`src/rtl/c7bifu_pkg.sv`:
```
`default_nettype none
// ============================================================================
//  Module      : c7bifu_pkg
//  Description : Shared fetch-unit constants and the instruction-queue entry
//                type, reused by the queue and by decode.
//  Revision    : 1.0 - initial release
// ============================================================================
package c7bifu_pkg;

    localparam int IQ_DEPTH = 4;
    localparam int INSTR_W  = 32;
    localparam int PC_W     = 32;

    // One queued fetch result: the instruction word and the PC it came from.
    typedef struct packed {
        logic [INSTR_W-1:0] instr;
        logic [PC_W-1:0]    pc;
    } iq_entry_t;

endpackage
`default_nettype wire

```
`src/rtl/c7bifu_iq_if.sv`:
```
`default_nettype none
// ============================================================================
//  Module      : c7bifu_iq_if
//  Description : Fetch/ICU-return and decode-side signals of the instruction
//                queue. The master drives the ICU return, flush and stall;
//                the slave is the queue itself.
//  Revision    : 1.0 - initial release
// ============================================================================
interface c7bifu_iq_if #(
    parameter int DEPTH   = c7bifu_pkg::IQ_DEPTH,
    parameter int INSTR_W = c7bifu_pkg::INSTR_W,
    parameter int PC_W    = c7bifu_pkg::PC_W
) ();

    logic                     flush;
    logic                     icu_data_vld;
    logic [INSTR_W-1:0]       icu_data;
    logic [PC_W-1:0]          fetch_pc;
    logic                     stall;
    logic                     iq_full;
    logic                     iq_vld;
    logic [INSTR_W-1:0]       iq_instr;
    logic [PC_W-1:0]          iq_pc;
    logic [$clog2(DEPTH):0]   iq_cnt;
    logic                     iq_ovf;

    modport master (
        output flush, icu_data_vld, icu_data, fetch_pc, stall,
        input  iq_full, iq_vld, iq_instr, iq_pc, iq_cnt, iq_ovf
    );

    modport slave (
        input  flush, icu_data_vld, icu_data, fetch_pc, stall,
        output iq_full, iq_vld, iq_instr, iq_pc, iq_cnt, iq_ovf
    );

endinterface
`default_nettype wire

```
`src/rtl/c7bifu_iq_ptr.sv`:
```
`default_nettype none
// ============================================================================
//  Module      : c7bifu_iq_ptr
//  Description : Write/read pointers and occupancy count of the instruction
//                queue. Callers present only accepted push/pop strobes;
//                flush returns everything to empty.
//  Revision    : 1.0 - initial release
// ============================================================================
module c7bifu_iq_ptr
    import c7bifu_pkg::*;
#(
    parameter int DEPTH = IQ_DEPTH,
    localparam int AW   = $clog2(DEPTH),
    localparam int CW   = AW + 1
) (
    input  wire logic          clk,
    input  wire logic          resetn,
    input  wire logic          i_push,
    input  wire logic          i_pop,
    input  wire logic          i_flush,
    output logic [AW-1:0]      o_wr_ptr,
    output logic [AW-1:0]      o_rd_ptr,
    output logic [CW-1:0]      o_cnt,
    output logic               o_full,
    output logic               o_empty
);

    localparam logic [AW-1:0] c_ptr_one  = AW'(1);
    localparam logic [CW-1:0] c_cnt_one  = CW'(1);
    localparam logic [CW-1:0] c_cnt_full = CW'(DEPTH);

    logic [AW-1:0] r_wr_ptr;
    logic [AW-1:0] r_rd_ptr;
    logic [CW-1:0] r_cnt;

    // Pointer and count update; flush empties the queue over any push/pop.
    always_ff @(posedge clk or negedge resetn) begin
        if (!resetn) begin
            r_wr_ptr <= '0;
            r_rd_ptr <= '0;
            r_cnt    <= '0;
        end else if (i_flush) begin
            r_wr_ptr <= '0;
            r_rd_ptr <= '0;
            r_cnt    <= '0;
        end else begin
            if (i_push) r_wr_ptr <= r_wr_ptr + c_ptr_one;
            if (i_pop)  r_rd_ptr <= r_rd_ptr + c_ptr_one;
            case ({i_push, i_pop})
                2'b10:   r_cnt <= r_cnt + c_cnt_one;
                2'b01:   r_cnt <= r_cnt - c_cnt_one;
                default: r_cnt <= r_cnt;
            endcase
        end
    end

    assign o_wr_ptr = r_wr_ptr;
    assign o_rd_ptr = r_rd_ptr;
    assign o_cnt    = r_cnt;
    assign o_full   = (r_cnt == c_cnt_full);
    assign o_empty  = (r_cnt == '0);

endmodule
`default_nettype wire

```
`src/rtl/c7bifu_iq.sv`:
```
`default_nettype none
// ============================================================================
//  Module      : c7bifu_iq
//  Description : Instruction queue between the ICU return path and decode.
//                Captures {instr, pc} per valid ICU word, presents the oldest
//                entry to decode, raises iq_full one entry early so the single
//                outstanding fetch always has a slot, and empties on flush.
//  Revision    : 1.0 - initial release
// ============================================================================
module c7bifu_iq #(
    parameter int DEPTH   = c7bifu_pkg::IQ_DEPTH,
    parameter int INSTR_W = c7bifu_pkg::INSTR_W,
    parameter int PC_W    = c7bifu_pkg::PC_W
) (
    input  wire logic   clk,
    input  wire logic   resetn,
    c7bifu_iq_if.slave  bus
);

    localparam int AW = $clog2(DEPTH);
    localparam int CW = AW + 1;
    localparam logic [CW-1:0] c_full_lvl = CW'(DEPTH - 1);

    logic [AW-1:0]      w_wr_ptr;
    logic [AW-1:0]      w_rd_ptr;
    logic [CW-1:0]      w_cnt;
    logic               w_full;
    logic               w_empty;
    logic               w_push_req;
    logic               w_push;
    logic               w_pop;
    logic               w_ovf_set;

    logic [INSTR_W-1:0] r_instr [DEPTH];
    logic [PC_W-1:0]    r_pc    [DEPTH];
    logic               r_ovf;

    // A push on a full queue is still taken when a pop frees a slot this cycle.
    assign w_push_req = bus.icu_data_vld & ~bus.flush;
    assign w_pop      = ~w_empty & ~bus.stall & ~bus.flush;
    assign w_push     = w_push_req & (~w_full | w_pop);
    assign w_ovf_set  = w_push_req & w_full & ~w_pop;

    c7bifu_iq_ptr #(
        .DEPTH    (DEPTH)
    ) u_ptr (
        .clk      (clk),
        .resetn   (resetn),
        .i_push   (w_push),
        .i_pop    (w_pop),
        .i_flush  (bus.flush),
        .o_wr_ptr (w_wr_ptr),
        .o_rd_ptr (w_rd_ptr),
        .o_cnt    (w_cnt),
        .o_full   (w_full),
        .o_empty  (w_empty)
    );

    // Entry storage: enable-only, not reset, written at the write pointer.
    always_ff @(posedge clk) begin
        if (w_push) begin
            r_instr[w_wr_ptr] <= bus.icu_data;
            r_pc[w_wr_ptr]    <= bus.fetch_pc;
        end
    end

    // Sticky overflow: a dropped push is remembered until reset.
    always_ff @(posedge clk or negedge resetn) begin
        if (!resetn) begin
            r_ovf <= 1'b0;
        end else if (w_ovf_set) begin
            r_ovf <= 1'b1;
        end
    end

    // Status outputs depend on registered state only; fetch control uses
    // iq_full combinationally.
    assign bus.iq_full  = (w_cnt >= c_full_lvl);
    assign bus.iq_vld   = ~w_empty;
    assign bus.iq_cnt   = w_cnt;
    assign bus.iq_ovf   = r_ovf;
    assign bus.iq_instr = r_instr[w_rd_ptr];
    assign bus.iq_pc    = r_pc[w_rd_ptr];

endmodule
`default_nettype wire

```
`src/flat_wrapper.sv`:
```
// flat-port wrapper written by rule: the top's interface ports become plain ports
module c7bifu_iq_flat 
#(
    parameter int DEPTH   = c7bifu_pkg::IQ_DEPTH,
    parameter int INSTR_W = c7bifu_pkg::INSTR_W,
    parameter int PC_W    = c7bifu_pkg::PC_W
)
  (clk, resetn, bus_flush, bus_icu_data_vld, bus_icu_data, bus_fetch_pc, bus_stall, bus_iq_full, bus_iq_vld, bus_iq_instr, bus_iq_pc, bus_iq_cnt, bus_iq_ovf);
  c7bifu_iq_if #(.DEPTH(DEPTH), .INSTR_W(INSTR_W), .PC_W(PC_W)) bus_i ();
  input  wire logic clk;
  input  wire logic resetn;
  input wire logic [$bits(bus_i.flush)-1:0] bus_flush;
  input wire logic [$bits(bus_i.icu_data_vld)-1:0] bus_icu_data_vld;
  input wire logic [$bits(bus_i.icu_data)-1:0] bus_icu_data;
  input wire logic [$bits(bus_i.fetch_pc)-1:0] bus_fetch_pc;
  input wire logic [$bits(bus_i.stall)-1:0] bus_stall;
  output wire logic [$bits(bus_i.iq_full)-1:0] bus_iq_full;
  output wire logic [$bits(bus_i.iq_vld)-1:0] bus_iq_vld;
  output wire logic [$bits(bus_i.iq_instr)-1:0] bus_iq_instr;
  output wire logic [$bits(bus_i.iq_pc)-1:0] bus_iq_pc;
  output wire logic [$bits(bus_i.iq_cnt)-1:0] bus_iq_cnt;
  output wire logic [$bits(bus_i.iq_ovf)-1:0] bus_iq_ovf;
  assign bus_i.flush = bus_flush;
  assign bus_i.icu_data_vld = bus_icu_data_vld;
  assign bus_i.icu_data = bus_icu_data;
  assign bus_i.fetch_pc = bus_fetch_pc;
  assign bus_i.stall = bus_stall;
  assign bus_iq_full = bus_i.iq_full;
  assign bus_iq_vld = bus_i.iq_vld;
  assign bus_iq_instr = bus_i.iq_instr;
  assign bus_iq_pc = bus_i.iq_pc;
  assign bus_iq_cnt = bus_i.iq_cnt;
  assign bus_iq_ovf = bus_i.iq_ovf;
  c7bifu_iq #(.DEPTH(DEPTH), .INSTR_W(INSTR_W), .PC_W(PC_W)) u_core (.clk(clk), .resetn(resetn), .bus(bus_i));
endmodule
```
`config.mk`:
```
export PLATFORM = sky130hd
export DESIGN_NAME = c7bifu_iq_flat
export DESIGN_NICKNAME = d
export VERILOG_FILES = /design/src/rtl/c7bifu_pkg.sv /design/src/rtl/c7bifu_iq_if.sv /design/src/rtl/c7bifu_iq_ptr.sv /design/src/rtl/c7bifu_iq.sv /design/src/flat_wrapper.sv
export SDC_FILE = /design/constraint.sdc
export NUM_CORES = 1
export LEC_CHECK = 0
export BUFFER_PORTS_ARGS = -buffer_cell sky130_fd_sc_hd__buf_2
export CAP_MARGIN = 10
export CORE_ASPECT_RATIO = 0.7
export CORE_MARGIN = 10
export CORE_UTILIZATION = 51
export CTS_CLUSTER_SIZE = 30
export DETAILED_ROUTE_END_ITERATION = 8
export GPL_TIMING_DRIVEN = 0
export HOLD_SLACK_MARGIN = 0.12
export PLACE_DENSITY = 0.75
export SLEW_MARGIN = 10
export SYNTH_ARGS = -nofsm -noshare
export SYNTH_HDL_FRONTEND = slang
export SYNTH_SLANG_ARGS = --single-unit
```
`constraint.sdc`:
```
create_clock -name clk -period 2.9 [get_ports clk]
set_input_delay 0.435 -clock clk [delete_from_list [all_inputs] [get_ports clk]]
set_output_delay 0.435 -clock clk [all_outputs]
set_load 0.05 [all_outputs]
```
Yosys cells after proc, flatten, opt, wreduce, memory -nomap -nowiden
Memory sizes are Yosys's and may differ from the RTL's. Index checks and enable logic that the tools add are counted.

Memories kept: 2. Bits in writable memories: 256. Input bits: 69. Output and inout port bits: 70. Register bits after elaboration: 8. Word-level logic and storage cells: 38.

Add/subtract/negate cells: 4. Order comparisons: 1. Reduce and logical (&&, ||, !) cells: 4. Mux-type cells: 8. Bitwise gates (word level): 12. Eq/ne operators: 3.

Memory list: u_core.r_instr (words 4, width 32, rd ports 1, clocked after Yosys merged registers in 0, wr ports 1, RTL line c7bifu_iq.sv:34) `logic [INSTR_W-1:0] r_instr [DEPTH];`; u_core.r_pc (words 4, width 32, rd ports 1, clocked after Yosys merged registers in 0, wr ports 1, RTL line c7bifu_iq.sv:35) `logic [PC_W-1:0] r_pc [DEPTH];`.

Operator list (count): 2-bit two-way mux (4); 1-bit AND (6); 3-bit case mux with 2 select lines (1); 1-bit inverter (5); 2-bit by 1-bit adder with 2-bit output (second input constant) (2); 2-bit nonzero test (2); 3-bit by 1-bit adder with 3-bit output (second input constant) (1); 3-bit equality test (second input constant) (1); 3-bit by 2-bit greater-or-equal comparator with 1-bit output (second input constant) (1); 3-bit zero test (1); 3-bit two-way mux (1); 3-bit nonzero test (1); 3-bit by 1-bit subtractor with 3-bit output (second input constant) (1); 2-bit by 1-bit equality test with 1-bit output (second input constant) (1); 2-bit equality test (second input constant) (1); 1-bit two-way mux (2); 1-bit OR (1).

Logic depth before layout (Yosys ltp)
Word-level depth: 9. Gate-level depth with buffers: 6. Mapped depth without buffers: 6.

Cells and area by module
A second synthesis with hierarchy kept.

Cells, all modules: 380. Area, all modules: 9766.9 um^2.

Modules (own cells, without submodules): c7bifu_iq (seq. area each 7712.4 um^2, instances 1, area each 9416.5 um^2, cells each 349); c7bifu_iq_ptr (seq. area each 175.2 um^2, instances 1, area each 350.3 um^2, cells each 31).

Least setup slack after synthesis
Ideal clock, no wire load.

Kind: reg-to-reg. Start: register u_core.u_ptr.r_cnt[0], in the netlist u_core.u_ptr.o_cnt[0]. End: memory u_core.r_instr[0][0] (enable). Cell stages (with the launch flop): 4. Path buffers: 0. Clock period less this slack: 3.230 ns. Setup time: 0.429 ns. Data arrival time: 2.801 ns. Data required time: 2.471 ns. Path slack: -0.330 ns. Cell sequence: dfrtp_1 > and4bb_2 > nor2_1 > and2_1.

Cells in the longest elaborated chain, start to end: 8. Elaborated cells on any way between the ends: 10. Classes of those cells: eq/ne (1); mux (2); bitwise (6); reduce/logical (1).

Ends and longest elaborated chain: start, declared (RTL line c7bifu_iq_ptr.sv:34) `logic [CW-1:0] r_cnt;`; start signal, assigned (RTL line c7bifu_iq_ptr.sv:50) `2'b10: r_cnt <= r_cnt + c_cnt_one;`; start signal, assigned (RTL line c7bifu_iq_ptr.sv:51) `2'b01: r_cnt <= r_cnt - c_cnt_one;`; start signal, assigned (RTL line c7bifu_iq_ptr.sv:52) `default: r_cnt <= r_cnt;`; 3-bit zero test (RTL line c7bifu_iq_ptr.sv:61) `assign o_empty = (r_cnt == '0);`; 1-bit inverter (RTL line c7bifu_iq.sv:40) `assign w_pop = ~w_empty & ~bus.stall & ~bus.flush;`; 1-bit AND (2 in a row) (RTL line c7bifu_iq.sv:40); 1-bit OR (*) (RTL line c7bifu_iq.sv:41) `assign w_push = w_push_req & (~w_full | w_pop);`; 1-bit AND (*) (RTL line c7bifu_iq.sv:41); 1-bit two-way mux (*) (RTL line c7bifu_iq.sv:61) `if (w_push) begin`; 1-bit two-way mux (not written as such) (*) (RTL line c7bifu_iq.sv:62) `r_instr[w_wr_ptr] <= bus.icu_data;`; end, declared (RTL line c7bifu_iq.sv:34).

Every way passes the cells marked *; elsewhere a longest branch is shown, timed or not.

Worst setup path after layout
Start: register u_core.u_ptr.r_rd_ptr[0], in the netlist u_core.u_ptr.o_rd_ptr[0]. End: output port bus_iq_pc[11].

Cells in the longest elaborated chain, start to end: 1.

Ends and longest elaborated chain: start, declared (RTL line c7bifu_iq_ptr.sv:33) `logic [AW-1:0] r_rd_ptr;`; start signal, assigned (RTL line c7bifu_iq_ptr.sv:48) `if (i_pop) r_rd_ptr <= r_rd_ptr + c_ptr_one;`; memory read 4 x 32 bit; end, declared (RTL line flat_wrapper.sv:20) `output wire logic [$bits(bus_i.iq_pc)-1:0] bus_iq_pc;`.

No other way between the ends.

==> out/summary.txt <==
================================================================================
Outcome                                                             complete, no violations
Synthesized area per cell                                               24.5 µm²
Worst endpoint required time                                             2470 ps
Die Area                                                               25300 µm²
Synthesis-stage register bit count                                           264
Leakage power of the design                                              4.03 nW
Wire per inst                                                            22.2 µm
Final GP Congestion                                                        0.750
Sum of routed wire length over all layers                                18.7 mm
Worst rel slew slack                                                       57.8%
Sw Ratio                                                                   26.4%
Clock root buffer                                                      clkbuf_16
Worst-path maximum fanout                                                     10
Max-cap check violation count                                                  0
Insertion delay to the later sink of the worst-skew pair                  510 ps
Worst Hold Path EP                                                  u_core.r_instr[2][3]
Worst clock skew                                                         7.37 ps
Half-perimeter wire length after detailed placement                      12.0 mm
Fmax                                                                     383 MHz
Gate count after technology mapping                                          400
Power share of the clock group                                             34.5%
Max-slew violation total from the final report                                 0
Ys async rst share                                                         3.03%
Final worst path period need                                             2610 ps
Post-synth design cell area                                             9820 µm²
Cell accounting for the most synthesized area                           edfxtp_1
Ranking of synthesized cells by area                                edfxtp_1 78%, mux4_2 15%, dfrtp_1 2.0%
Sinks on Clock Net                                                           264
Beginning of the worst register-to-register path                    u_core.u_ptr.o_cnt[1]
First-pass GRT wire length                                               28.4 mm
Flip-flop cell with the highest count after synthesis                   edfxtp_1
RSZ-0062 raised after global routing                                          no
Cells along the critical path                                       buf_4, buf_12, buf_4, mux4_2, buf_2
Total global routing overflow                                                  0
Fraction of final layout cells sized beyond drive strength 1               44.2%
WHS Path Cells                                                                 1
Total design power                                                       8.90 mW
Number of antenna violations at the first check in global routing              3
Global-route usage over all layers                                         14.6%
Hold_sp                                                             bus_icu_data[3]
Final critical-path setup slack                                           287 ps
Master of the slowest instance on the critical path                       mux4_2
Violation count after the first detailed-routing iteration                   340
Die outline width                                                         186 µm
Setup slack of the worst register-to-register path                        380 ps
Arrival time at the worst endpoint                                       2180 ps
Reported net switching power                                             2.35 mW
Cell-internal power                                                      6.55 mW
H-tree lvl count                                                               1
Final period util                                                          90.1%
Drt via density                                                             5.56
Area share of the leading cell type in the synthesized netlist             78.3%
Total number of nets in the final design                                     652
Placeable Area                                                         18900 µm²
Most used cells in the layout excluding fill and tap cells          256 x edfxtp_1, 146 x buf_2, 64 x mux4_2
Max Buffers Root-to-Sink                                                       3
Detailed-route via count                                                    4679
Pin count of the biggest net entering global routing                          39
Number of enable flip-flop cells after synthesis                             256
Final hold violation count                                                     0
ANT nets after route                                                           0
Count of cells along the worst register-to-register path                       6
Number of warnings issued by yosys                                             0
Register area share after synthesis                                        80.4%
Synthesized netlist net count                                                474
Commonest non-fill, non-tap cell in the layout                          edfxtp_1
Clock slew at reported path FFs                                            60 ps
Share of power burned in combinational logic                               16.5%
Starting density of the core                                               51.9%
Yosys cell types                                                              36
First-pass iteration count of the detailed router                              4
Count of buffers inserted at the top-level ports                             136
Hold WC Path Type                                                         in2reg
Category of the worst setup path launch point                          flip-flop
Power density over the cells                                          754 nW/µm²
Endpoint of the worst register-to-register path                     u_core.u_ptr.o_cnt[2]
Number of standard-cell rows in the floorplan                                 42
Post-route DRC                                                                 0
Sequential Power Share                                                     49.0%
Number of buffers inserted during clock tree synthesis                        25
Worst Setup End Kind                                                primary output
Buffer and inverter count on the worst path                                    4
Post-Place Setup Slack                                                    131 ps
Area Overhead vs Synth                                                     20.3%
Actual slew at the worst max-slew pin                                     633 ps
Delay of the slowest critical-path stage                                  560 ps
Die extent in y                                                           136 µm
Number of ports placed on the die boundary                                   139
Number of global-route vias before repair                                   4935
Critical setup path kind                                                 reg2out
Post-CTS setup buffer count                                                    0
VDD IR max                                                            0.000581 V
Gate family responsible for the most delay along the worst path     buffers and inverters
Crit-path most repeated cell                                               buf_4
Clock tree from TritonCTS                                                   done
Final number of setup-violating endpoints                                      0
================================================================================
## power groups by stage
stage	registers [mW]	logic, mW	clock network, mW
after floorplan	4.48	1.05	0
after global placement	4.44	1.43	0
after detailed placement	4.44	1.47	0
after CTS	4.36	1.49	3.15
after global routing	4.37	1.55	3.30
final	4.36	1.47	3.07
## logic make-up after synthesis
logic type / after synthesis / share of synthesized area [%]
flip-flops: 264 / 80.4
multiplexers: 65 / 14.8
buffers and inverters: 24 / 1.44
AND/OR/NAND/NOR: 24 / 1.44
AO/OA/AOI/OAI: 17 / 1.16
adder cells (fa/ha/maj): 5 / 0.714
XOR/XNOR: 1 / 0.0892
## repair_timing
item | CTS | global route
hold endpoints to repair | 42 | 0
hold buffers | 11 | 0
setup endpoints to repair | 31 | 1
pin swaps | 0 | 0
gates resized for setup | 1 | 1
## per-layer routing
layer / global-route usage (%) / routed length (µm) / vias up / part of all wire [%]
met3: 4.61 / 1590 / 28 / 8.5
met4: 2.68 / 265 / 2 / 1.4
met1: 19.5 / 7850 / 2398 / 42
met2: 23.3 / 8950 / 177 / 48
met5: 0 / 13 / - / 0.070
li1: - / - / 2074 / -
## final cells by class
| class | instances | area, µm² |
|---|---|---|
| Antenna cell | 2 | 5.00 |
| Buffer | 18 | 120 |
| Tap cell | 242 | 303 |
| Clock inverter | 17 | 138 |
| Clock buffer | 29 | 641 |
| Inverter | 6 | 22.5 |
| Sequential cell | 264 | 7890 |
| Timing Repair Buffer | 151 | 886 |
| Multi-Input combinational cell | 112 | 1800 |
| Fill cell | 1300 | 7110 |
## sequential cells by signal, summed over array words and instances (netlist names)
name / flops
u_core.bus.iq_ovf: 1
u_core.r_instr: 128
u_core.r_pc: 128
u_core.u_ptr.o_cnt: 3
u_core.u_ptr.o_rd_ptr: 2
u_core.u_ptr.o_wr_ptr: 2
## worst max path at each step
| stage | to | from | slack [ps] | cells past startpoint |
|---|---|---|---|---|
| 4_1_cts | u_core.u_ptr.o_cnt[2] | u_core.u_ptr.o_cnt[1] | 110 | 6 |
| 5_1_grt | bus_iq_pc[11] | u_core.u_ptr.o_rd_ptr[0] | 190 | 5 |
| 6_report | bus_iq_pc[11] | u_core.u_ptr.o_rd_ptr[0] | 290 | 5 |
| 3_3_place_gp | u_core.r_pc[0][14] | bus_flush | -50 | 4 |
| 2_1_floorplan | u_core.u_ptr.o_cnt[2] | u_core.u_ptr.o_cnt[1] | 310 | 6 |
| 3_5_place_dp | u_core.u_ptr.o_cnt[2] | u_core.u_ptr.o_cnt[1] | 130 | 6 |
## metrics by stage
| stage | cell area, µm² | setup TNS [ps] | cells | hold slack [ps] | utilization, % |
|---|---|---|---|---|---|
| detailed placement | 10900 | 0 | 782 | 292 | 57.6 |
| floorplan | 9820 | 0 | 400 | 139 | - |
| global route | 11800 | 0 | 839 | 123 | 62.4 |
| global placement | 10800 | -11040 | 778 | 285 | 57.1 |
| CTS | 11800 | 0 | 839 | 120 | 62.3 |
| finish | 11800 | 0 | 841 | 146 | 62.4 |
## cell usage after synthesis, types with 2 or more instances
cell	number
a21o_1	2
edfxtp_1	256
mux4_2	64
and2_1	4
buf_4	2
buf_6	2
inv_1	5
nor3_1	2
a21oi_1	5
clkbuf_1	2
nor2b_1	3
dfrtp_1	8
buf_2	10
ha_1	4
nand3_1	3
nor2_1	4
or3_1	4
o21ai_0	2
No activity file was read; power rests on OpenSTA's default activity.
